<file path="src/rtl/dram_pkg.sv">
// Shared command and responder-state encodings for the DRAM command path.
package dram_pkg;

   // Command encodings as driven on the cmd bus by the initiator.
   typedef enum logic [1:0] {
      CMD_ACT = 2'b00,
      CMD_COL = 2'b01,
      CMD_REF = 2'b10,
      CMD_PRE = 2'b11
   } cmd_e;

   // Responder FSM states.
   typedef enum logic [1:0] {
      ST_IDLE = 2'b00,
      ST_BUSY = 2'b01,
      ST_ACK  = 2'b10
   } state_e;

   // Largest of four latencies; sizes the command timer.
   function automatic int max_of4(input int a, input int b, input int c, input int d);
      int m;
      m = a;
      if (b > m) m = b;
      if (c > m) m = c;
      if (d > m) m = d;
      return m;
   endfunction

endpackage

</file>
<file path="src/rtl/dram_timer.sv">
// Loadable down-counter that saturates at zero; load has priority over decrement.
module dram_timer
   import dram_pkg::*;
#(
   parameter int               WIDTH       = 8,
   parameter logic [WIDTH-1:0] RESET_VALUE = '0
) (
   input  logic             clk,
   input  logic             rst_b,
   input  logic             load,
   input  logic             en,
   input  logic [WIDTH-1:0] value,
   output logic [WIDTH-1:0] count,
   output logic             zero
);

   logic [WIDTH-1:0] count_reg;

   // Load a new value, otherwise count down while enabled and stop at zero.
   always_ff @(posedge clk or negedge rst_b) begin
      if (!rst_b) begin
         count_reg <= RESET_VALUE;
      end else if (load) begin
         count_reg <= value;
      end else if (en && (count_reg != '0)) begin
         count_reg <= count_reg - 1'b1;
      end
   end

   assign count = count_reg;
   assign zero  = (count_reg == '0);

endmodule

</file>
<file path="src/rtl/dram_cmd_responder.sv">
// DRAM command responder: accepts one command at a time, models its latency,
// tracks open banks/rows, flags protocol errors and demands periodic refresh.
module dram_cmd_responder
   import dram_pkg::*;
#(
   parameter int NUMBER_OF_BANKS  = 8,
   parameter int NUMBER_OF_ROWS   = 128,
   parameter int NUMBER_OF_COLS   = 8,
   parameter int T_RCD            = 3,
   parameter int T_CAS            = 2,
   parameter int T_RP             = 3,
   parameter int T_RFC            = 8,
   parameter int REFRESH_INTERVAL = 1024,
   localparam int BW = (NUMBER_OF_BANKS > 1) ? $clog2(NUMBER_OF_BANKS) : 1,
   localparam int RW = (NUMBER_OF_ROWS  > 1) ? $clog2(NUMBER_OF_ROWS)  : 1,
   localparam int CW = (NUMBER_OF_COLS  > 1) ? $clog2(NUMBER_OF_COLS)  : 1
) (
   input  logic                       clk,
   input  logic                       rst_b,
   input  logic                       cmd_req,
   input  logic [1:0]                 cmd,
   input  logic [BW-1:0]              bank_id,
   input  logic [RW-1:0]              row_id,
   input  logic [CW-1:0]              col_id,
   output logic                       cmd_ack,
   output logic                       refresh_flag,
   output logic                       protocol_err,
   output logic                       col_valid,
   output logic [BW-1:0]              col_bank,
   output logic [RW-1:0]              col_row,
   output logic [CW-1:0]              col_col,
   output logic [NUMBER_OF_BANKS-1:0] bank_open
);

   localparam int TW = $clog2(max_of4(T_RCD, T_CAS, T_RP, T_RFC) + 1);
   localparam int IW = $clog2(REFRESH_INTERVAL + 1);

   state_e                     state_reg;
   cmd_e                       cmd_reg;
   logic [BW-1:0]              bank_reg;
   logic [RW-1:0]              row_reg;
   logic [CW-1:0]              col_reg;
   logic                       gap_reg;
   logic                       cmd_ack_reg;
   logic                       perr_reg;
   logic                       colv_reg;
   logic [BW-1:0]              col_bank_reg;
   logic [RW-1:0]              col_row_reg;
   logic [CW-1:0]              col_col_reg;
   logic                       refresh_flag_reg;
   logic [NUMBER_OF_BANKS-1:0] bank_open_reg;
   logic [RW-1:0]              open_row_reg [NUMBER_OF_BANKS];

   logic          accept;
   logic [TW-1:0] lat_value;
   logic [TW-1:0] tmr_count;
   logic          tmr_zero;
   logic [IW-1:0] int_count;
   logic          int_zero;
   logic          finish;
   logic          ack_fire;
   logic          illegal;
   logic          ref_ok;
   logic          flag_set;

   // The cycle right after ACK is skipped: the initiator is still dropping cmd_req.
   assign accept   = (state_reg == ST_IDLE) && cmd_req && !gap_reg;
   // tmr_zero is a guard so BUSY can never stall if the timer somehow reads 0.
   assign finish   = (tmr_count == TW'(1)) || tmr_zero;
   assign ack_fire = (state_reg == ST_BUSY) && finish;
   assign ref_ok   = ack_fire && (cmd_reg == CMD_REF) && (bank_open_reg == '0);
   // Set the flag on the same edge the interval counter lands on zero.
   assign flag_set = int_zero || (int_count == IW'(1));

   // Latency to load for the incoming command.
   always_comb begin
      lat_value = TW'(T_RCD);
      case (cmd_e'(cmd))
         CMD_ACT: lat_value = TW'(T_RCD);
         CMD_COL: lat_value = TW'(T_CAS);
         CMD_REF: lat_value = TW'(T_RFC);
         CMD_PRE: lat_value = TW'(T_RP);
         default: lat_value = TW'(T_RCD);
      endcase
   end

   // Legality of the latched command against the current bank state.
   always_comb begin
      illegal = 1'b0;
      case (cmd_reg)
         CMD_ACT: illegal = bank_open_reg[bank_reg];
         CMD_COL: illegal = !(bank_open_reg[bank_reg] && (open_row_reg[bank_reg] == row_reg));
         CMD_REF: illegal = (bank_open_reg != '0);
         CMD_PRE: illegal = 1'b0;
         default: illegal = 1'b0;
      endcase
   end

   dram_timer #(
      .WIDTH       (TW),
      .RESET_VALUE ('0)
   ) u_cmd_timer (
      .clk   (clk),
      .rst_b (rst_b),
      .load  (accept),
      .en    (state_reg == ST_BUSY),
      .value (lat_value),
      .count (tmr_count),
      .zero  (tmr_zero)
   );

   dram_timer #(
      .WIDTH       (IW),
      .RESET_VALUE (IW'(REFRESH_INTERVAL))
   ) u_refresh_timer (
      .clk   (clk),
      .rst_b (rst_b),
      .load  (ref_ok),
      .en    (1'b1),
      .value (IW'(REFRESH_INTERVAL)),
      .count (int_count),
      .zero  (int_zero)
   );

   // Responder FSM with registered ack/error/column outputs.
   always_ff @(posedge clk or negedge rst_b) begin
      if (!rst_b) begin
         state_reg    <= ST_IDLE;
         cmd_reg      <= CMD_ACT;
         bank_reg     <= '0;
         row_reg      <= '0;
         col_reg      <= '0;
         gap_reg      <= 1'b0;
         cmd_ack_reg  <= 1'b0;
         perr_reg     <= 1'b0;
         colv_reg     <= 1'b0;
         col_bank_reg <= '0;
         col_row_reg  <= '0;
         col_col_reg  <= '0;
      end else begin
         cmd_ack_reg <= 1'b0;
         perr_reg    <= 1'b0;
         colv_reg    <= 1'b0;
         case (state_reg)
            ST_IDLE: begin
               gap_reg <= 1'b0;
               if (accept) begin
                  cmd_reg   <= cmd_e'(cmd);
                  bank_reg  <= bank_id;
                  row_reg   <= row_id;
                  col_reg   <= col_id;
                  state_reg <= ST_BUSY;
               end
            end
            ST_BUSY: begin
               if (finish) begin
                  state_reg   <= ST_ACK;
                  cmd_ack_reg <= 1'b1;
                  perr_reg    <= illegal;
                  if ((cmd_reg == CMD_COL) && !illegal) begin
                     colv_reg     <= 1'b1;
                     col_bank_reg <= bank_reg;
                     col_row_reg  <= row_reg;
                     col_col_reg  <= col_reg;
                  end
               end
            end
            ST_ACK: begin
               state_reg <= ST_IDLE;
               gap_reg   <= 1'b1;
            end
            default: state_reg <= ST_IDLE;
         endcase
      end
   end

   // Bank open/row bookkeeping, updated on the edge that raises cmd_ack.
   always_ff @(posedge clk or negedge rst_b) begin
      if (!rst_b) begin
         bank_open_reg <= '0;
         for (int i = 0; i < NUMBER_OF_BANKS; i++) begin
            open_row_reg[i] <= '0;
         end
      end else if (ack_fire && !illegal) begin
         case (cmd_reg)
            CMD_ACT: begin
               bank_open_reg[bank_reg] <= 1'b1;
               open_row_reg[bank_reg]  <= row_reg;
            end
            CMD_PRE: bank_open_reg[bank_reg] <= 1'b0;
            default: ;
         endcase
      end
   end

   // Refresh demand: a legal REFRESH ack beats a simultaneous expiry.
   always_ff @(posedge clk or negedge rst_b) begin
      if (!rst_b) begin
         refresh_flag_reg <= 1'b0;
      end else if (ref_ok) begin
         refresh_flag_reg <= 1'b0;
      end else if (flag_set) begin
         refresh_flag_reg <= 1'b1;
      end
   end

   assign cmd_ack      = cmd_ack_reg;
   assign protocol_err = perr_reg;
   assign col_valid    = colv_reg;
   assign col_bank     = col_bank_reg;
   assign col_row      = col_row_reg;
   assign col_col      = col_col_reg;
   assign refresh_flag = refresh_flag_reg;
   assign bank_open    = bank_open_reg;

endmodule

</file>
<file path="config.mk">
export PLATFORM = sky130hd
export DESIGN_NAME = dram_cmd_responder
export DESIGN_NICKNAME = d
export VERILOG_FILES = /design/src/rtl/dram_pkg.sv /design/src/rtl/dram_timer.sv /design/src/rtl/dram_cmd_responder.sv
export SDC_FILE = /design/constraint.sdc
export NUM_CORES = 1
export LEC_CHECK = 0
export ABC_AREA = 0
export CAP_MARGIN = 10
export CORE_MARGIN = 5
export CORE_UTILIZATION = 40
export CTS_CLUSTER_SIZE = 25
export DETAILED_ROUTE_END_ITERATION = 8
export PLACE_DENSITY = 0.58
export SYNTH_ARGS = -nofsm -noshare
export SYNTH_HDL_FRONTEND = slang
export SYNTH_SLANG_ARGS = --single-unit
</file>
<file path="constraint.sdc">
create_clock -name clk -period 4.35 [get_ports clk]
set_input_delay 0.6525 -clock clk [delete_from_list [all_inputs] [get_ports clk]]
set_output_delay 0.6525 -clock clk [all_outputs]
set_load 0.005 [all_outputs]
</file>
# Word level (Yosys, flattened, before mapping)
# Index checks and enable logic that the tools add are counted.
[classes] addsub=2 magnitude_cmp=4 n_eq_ne=13 n_mux=30 bitwise_logic=4 n_reduce_logical=36
[op_table] op="$bwmux W56" count=1
[op_table] op="$mux W11" count=2
[op_table] op="$bmux W7 S3" count=1
[op_table] op="$demux W7 S3" count=1
[op_table] op="$mux W7" count=3
[op_table] op="$pmux W8 S2" count=1
[op_table] op="$pmux W4 S3" count=1
[op_table] op="$eq A11 B1 Y1 const B" count=1
[op_table] op="$logic_and A1 B1 Y1" count=11
[op_table] op="$logic_not A11 Y1" count=1
[op_table] op="$mux W1" count=11
[op_table] op="$reduce_bool A11 Y1" count=1
[op_table] op="$sub A11 B1 Y11 const B" count=1
[op_table] op="$eq A2 B2 Y1 const B" count=5
[op_table] op="$reduce_bool A2 Y1" count=5
[op_table] op="$and A8 B8 Y8" count=1
[op_table] op="$logic_not A8 Y1" count=1
[op_table] op="$mux W4" count=2
[op_table] op="$not A8 Y8" count=1
[op_table] op="$or A8 B8 Y8" count=1
[op_table] op="$reduce_and A2 Y1" count=4
[op_table] op="$reduce_bool A8 Y1" count=1
[op_table] op="$eq A7 B7 Y1" count=1
[op_table] op="$eq A2 B1 Y1 const B" count=3
[op_table] op="other kinds (21)" count=28
[word_totals] ff_bits=114 in_bits=18 out_inout_bits=25 elab_cells=113

# Logic depth before layout (Yosys ltp)
[logic_depth] ltp_word=13 mapped_depth=11 depth_no_buf=9

# Modules after synthesis
# From an unflattened synthesis, not the netlist that was laid out.
[hier_totals] cells_unflattened=447 hier_area_um2=5781.8
[by_module_without_submodules] mod="dram_cmd_responder" instances=1 cells_per_inst=345 area_each_um2=4803.4 seq_area_each_um2=2477.4
[by_module_without_submodules] mod="dram_timer (u_refresh_timer)" instances=1 cells_per_inst=75 area_each_um2=708.2 seq_area_each_um2=276.5
[by_module_without_submodules] mod="dram_timer (u_cmd_timer)" instances=1 cells_per_inst=27 area_each_um2=270.3 seq_area_each_um2=100.1

# Least setup slack after synthesis
# OpenSTA, ideal clock, no wires.
[synth_path] kind="register to register" start="register bank_reg[0]" end="register open_row_reg[28] (netlist bit)" arrival_ns=2.695 t_required_ns=4.225 slack_ns=1.530 path_stages_with_launch=10 path_buffers=2 period_less_slack_ns=2.820 cell_sequence="dfrtp_1 -> buf_2 -> buf_4 -> mux2_2 -> o22ai_1 -> nor3_1 -> nor4b_2 -> nand4_2 -> a21oi_4 -> mux2_2"
[synth_between] elab_chain_len=11
[synth_lines] element="start, declared" line="dram_cmd_responder.sv:40" source="logic [BW-1:0] bank_reg;"
[synth_lines] element="start signal, assigned" line="dram_cmd_responder.sv:149" source="bank_reg <= bank_id;"
[synth_lines] element="$not A3 Y4 (not written as such)" line="dram_cmd_responder.sv:92, dram_cmd_responder.sv:188"
[synth_lines] element="$bmux W7 S3" line="dram_cmd_responder.sv:92" source="CMD_COL: illegal = !(bank_open_reg[bank_reg] && (open_row_reg[bank_reg] == row_reg));"
[synth_lines] element="$mux W7 (not written as such) (2 in series)" line="dram_cmd_responder.sv:92"
[synth_lines] element="$eq A7 B7 Y1" line="dram_cmd_responder.sv:92"
[synth_lines] element="$logic_and A1 B1 Y1" line="dram_cmd_responder.sv:92"
[synth_lines] element="$logic_not A1 Y1" line="dram_cmd_responder.sv:92"
[synth_lines] element="$pmux W1 S4" line="dram_cmd_responder.sv:90" source="case (cmd_reg)"
[synth_lines] element="$logic_not A1 Y1" line="dram_cmd_responder.sv:184" source="end else if (ack_fire && !illegal) begin"
[synth_lines] element="$logic_and A1 B1 Y1" line="dram_cmd_responder.sv:184"
[synth_lines] element="$reduce_and A2 Y1 (no line)"
[synth_lines] element="end signal, assigned by index" line="dram_cmd_responder.sv:188" source="open_row_reg[bank_reg] <= row_reg;"
[synth_lines] element="end, declared" line="dram_cmd_responder.sv:52" source="logic [RW-1:0] open_row_reg [NUMBER_OF_BANKS];"
# Parallel ways exist; a longest one is shown, timed or not. The select of a mux whose other input is x is not followed.
# A chain may end at the register's enable or synchronous reset.

# Worst setup path after layout
[layout_path] start="register bank_reg[1]" end="register open_row_reg[18] (netlist bit)"
# Same word-level chain as after synthesis.

==> run metrics <==
status finished clean; Netlist cell types 45; Die Ht 128.1 um; DRT Pass-1 Iters 4; Primary FF master, synth dfrtp_1; Seq pwr share 37.6%; fraction of registers with async set or reset after synthesis 100.0%; maxcap violations 0; post_cts resized 0; Setup crit end kind flop; core footprint 0.01377 sq mm; number of synthesized flops with an enable pin 0; total number of yosys warnings 0; WL final 11,430 um; number of diodes 0; share of the synthesized area in the top cell type 50.71%; Final ANT Viol Nets 0; sequential share of the synthesized area 51.18%; starting density of the core 40.49%; flip-flop count of the largest register after layout 56; post-synth net total 464; critical path cell sequence nand2b_1, o22ai_1, o21ai_0, nor4b_2, nand4_2, a21oi_4, mux2_2; # rows 43; Final Skew 0.009850 ns; DR vias 3,481; worst reg-to-reg setup slack 0.71 ns; cts hold-fix bufs 0; area grow syn2layout 21.72%; post-CTS setup repair buffer count 0; CTS max path bufs 2; post-synthesis mux area share 25.38%; largest net degree at the start of global routing 43; Pint 3.348 mW; I/O Buffers 42; GR Overflow Total 0; Critical R2R Launch bank_reg[1]$_DFFE_PN0P_; final setup TNS 0 ns; Worst Path Max Fanout 20; vias in the first global route 3,685; compound-cell area share of the yosys netlist 5.744%; CTS tree done; DRC errors left 0; max-slew violations 0; post-synthesis simple-gate area fraction 9.693%; largest family of logic cells by synthesized area multiplexers; XOR/XNOR Fraction of Synth Area 1.885%; Die Area 0.01640 sq mm; Psw 1.706 mW; final setup margin 0.7052 ns; CTS sink count 114; worst vdd ir 0.0003633 V; Tightest Pin Transition 0.9520 ns; Net Sw Frac 33.75%; Mapped Area 0.005577 sq mm; die width 128.1 um; Max-slew headroom 36.53%; period utilisation layout 83.79%; wire per inst 16.93 um; P_leak 3.029 nW; Worst R2R End open_row_reg[18]$_DFFE_PN0P_; CP max stage cell dfrtp_1; worst path bufs/invs 0; Comb pwr share 34.4%; Hold Crit Class input pin to async pin; GR Util met2 24.12%; I/O pin cnt 43; global-route wire length before repair 19,310 um; HPWL Detailed 7618 um; CP required 4.65 ns; crit-path leading delay family simple AND/OR/NAND/NOR gates; H-tree Lvls 4; gr busiest metal met2; commonest cells after routing, fill and taps aside dfrtp_1 (113), mux2_2 (62), clkdlybuf4s50_1 (41); final hold vios 0; Crit Path Category flop to flop; share of cells above drive strength 1 26.06%; top post-synthesis cells by area dfrtp_1 (51%), mux2_2 (13%), mux2_1 (5.0%), mux4_2 (4.0%), mux2i_1 (3.8%); clk slew on worst S/H paths 0.05 ns; most common cell after layout, fill and taps aside dfrtp_1; Avg Cell Area, Syn 12.85 sq um; final setup vio count 0; Max Freq 274.4 MHz; CTS root buf clkbuf_16; Clock Latency Late Sink 0.42 ns; R2R cell count 7; crit-path max cell delay 0.96 ns; post-synthesis adder-cell area fraction 2.692%; # nets final 512; Pwr Density 744.6 mW/mm^2; met1 usage 19.94%; area leader, netlist dfrtp_1; GR Util met3 5.333%; Final GP Congestion 0.7521; pre-CTS setup slack 0.6487 ns; CTS Buf Count 17; final worst path period need 3.645 ns; antenna violations before repair 0; worst endpoint data arrival time 3.95 ns; Mapped Cells 434; Worst setup SP type flop; vias per cell 5.157; number of synthesized register bits 114; RSZ-0062 raised after global routing no; First DRT Iteration DRCs 133; Clock power frac 28.0%; Total GRT Usage 15.46%
cells in the mapped netlist (all sizes together), types with 8 or more instances:
cell / number
a21oi: 13
buf: 17
dfrtp: 113
ha: 12
inv: 21
mux2: 87
mux2i: 21
mux4: 10
nand2: 20
nor2: 25
nor3: 18
nor4: 8
o21ai: 8
xnor2: 10
worst register-to-register path, stage by stage (launching register included):
cell and delay, ns:
dfrtp_1 0.96, nand2b_1 0.40, o22ai_1 0.16, o21ai_0 0.22, nor4b_2 0.54, nand4_2 0.40
a21oi_4 0.47, mux2_2 0.39
layout make-up:
type | instances | area (sq um)
Inverter | 21 | 78.83
Fill cell | 1226 | 6985
Clock inverter | 9 | 128.9
Timing Repair Buffer | 51 | 485.5
Sequential cell | 114 | 2854
Tap cell | 180 | 225.2
Clock buffer | 23 | 478.0
Multi-Input combinational cell | 277 | 2537
per-stage QoR:
| stage | hold WS (ns) | power [mW] | instance area, sq um | std cells | utilization [%] |
|---|---|---|---|---|---|
| 2_1_floorplan | 0.3569 | 3.106 | 5577 | 434 | - |
| 3_3_place_gp | 0.4664 | 3.617 | 6181 | 643 | 44.88 |
| 3_5_place_dp | 0.4735 | 3.672 | 6181 | 643 | 44.88 |
| 4_1_cts | 0.1962 | 5.114 | 6788 | 675 | 49.28 |
| 5_1_grt | 0.2193 | 5.390 | 6788 | 675 | 49.28 |
| 6_report | 0.1944 | 5.054 | 6788 | 675 | 49.28 |
logic make-up (layout without fill, tap and decap cells):
kind of cell,count (synthesis),after routing
adders and majority gates,12,12
muxes,118,118
xor gates and xnor gates,12,12
DFF,114,114
and+or+nand+nor,99,99
AOI/OAI and AO/OA,36,36
buffers and inverters,43,104
worst max-delay path by stage:
stage / start / end / depth (start not counted)
global route: bank_reg[1]$_DFFE_PN0P_ / open_row_reg[16]$_DFFE_PN0P_ / 7
finish: bank_reg[1]$_DFFE_PN0P_ / open_row_reg[18]$_DFFE_PN0P_ / 7
CTS: bank_reg[1]$_DFFE_PN0P_ / open_row_reg[18]$_DFFE_PN0P_ / 7
global placement: bank_reg[1]$_DFFE_PN0P_ / open_row_reg[16]$_DFFE_PN0P_ / 7
floorplan: bank_reg[0]$_DFFE_PN0P_ / open_row_reg[28]$_DFFE_PN0P_ / 9
detailed placement: bank_reg[1]$_DFFE_PN0P_ / open_row_reg[15]$_DFFE_PN0P_ / 7
per-layer routing:
layer	up-vias	share of wire (%)
li1	1647	-
met3	14	4.1
met5	-	0
met2	69	47
met4	0	1.8
met1	1751	47
power by group through the flow:
stage / sequential (mW) / clock [mW] / combinational [mW]
CTS: 1.91 / 1.44 / 1.76
finish: 1.90 / 1.42 / 1.74
floorplan: 1.71 / 0 / 1.39
global placement: 1.91 / 0 / 1.71
global route: 1.97 / 1.50 / 1.92
detailed placement: 1.92 / 0 / 1.75
(Power assumes the default switching activity.)
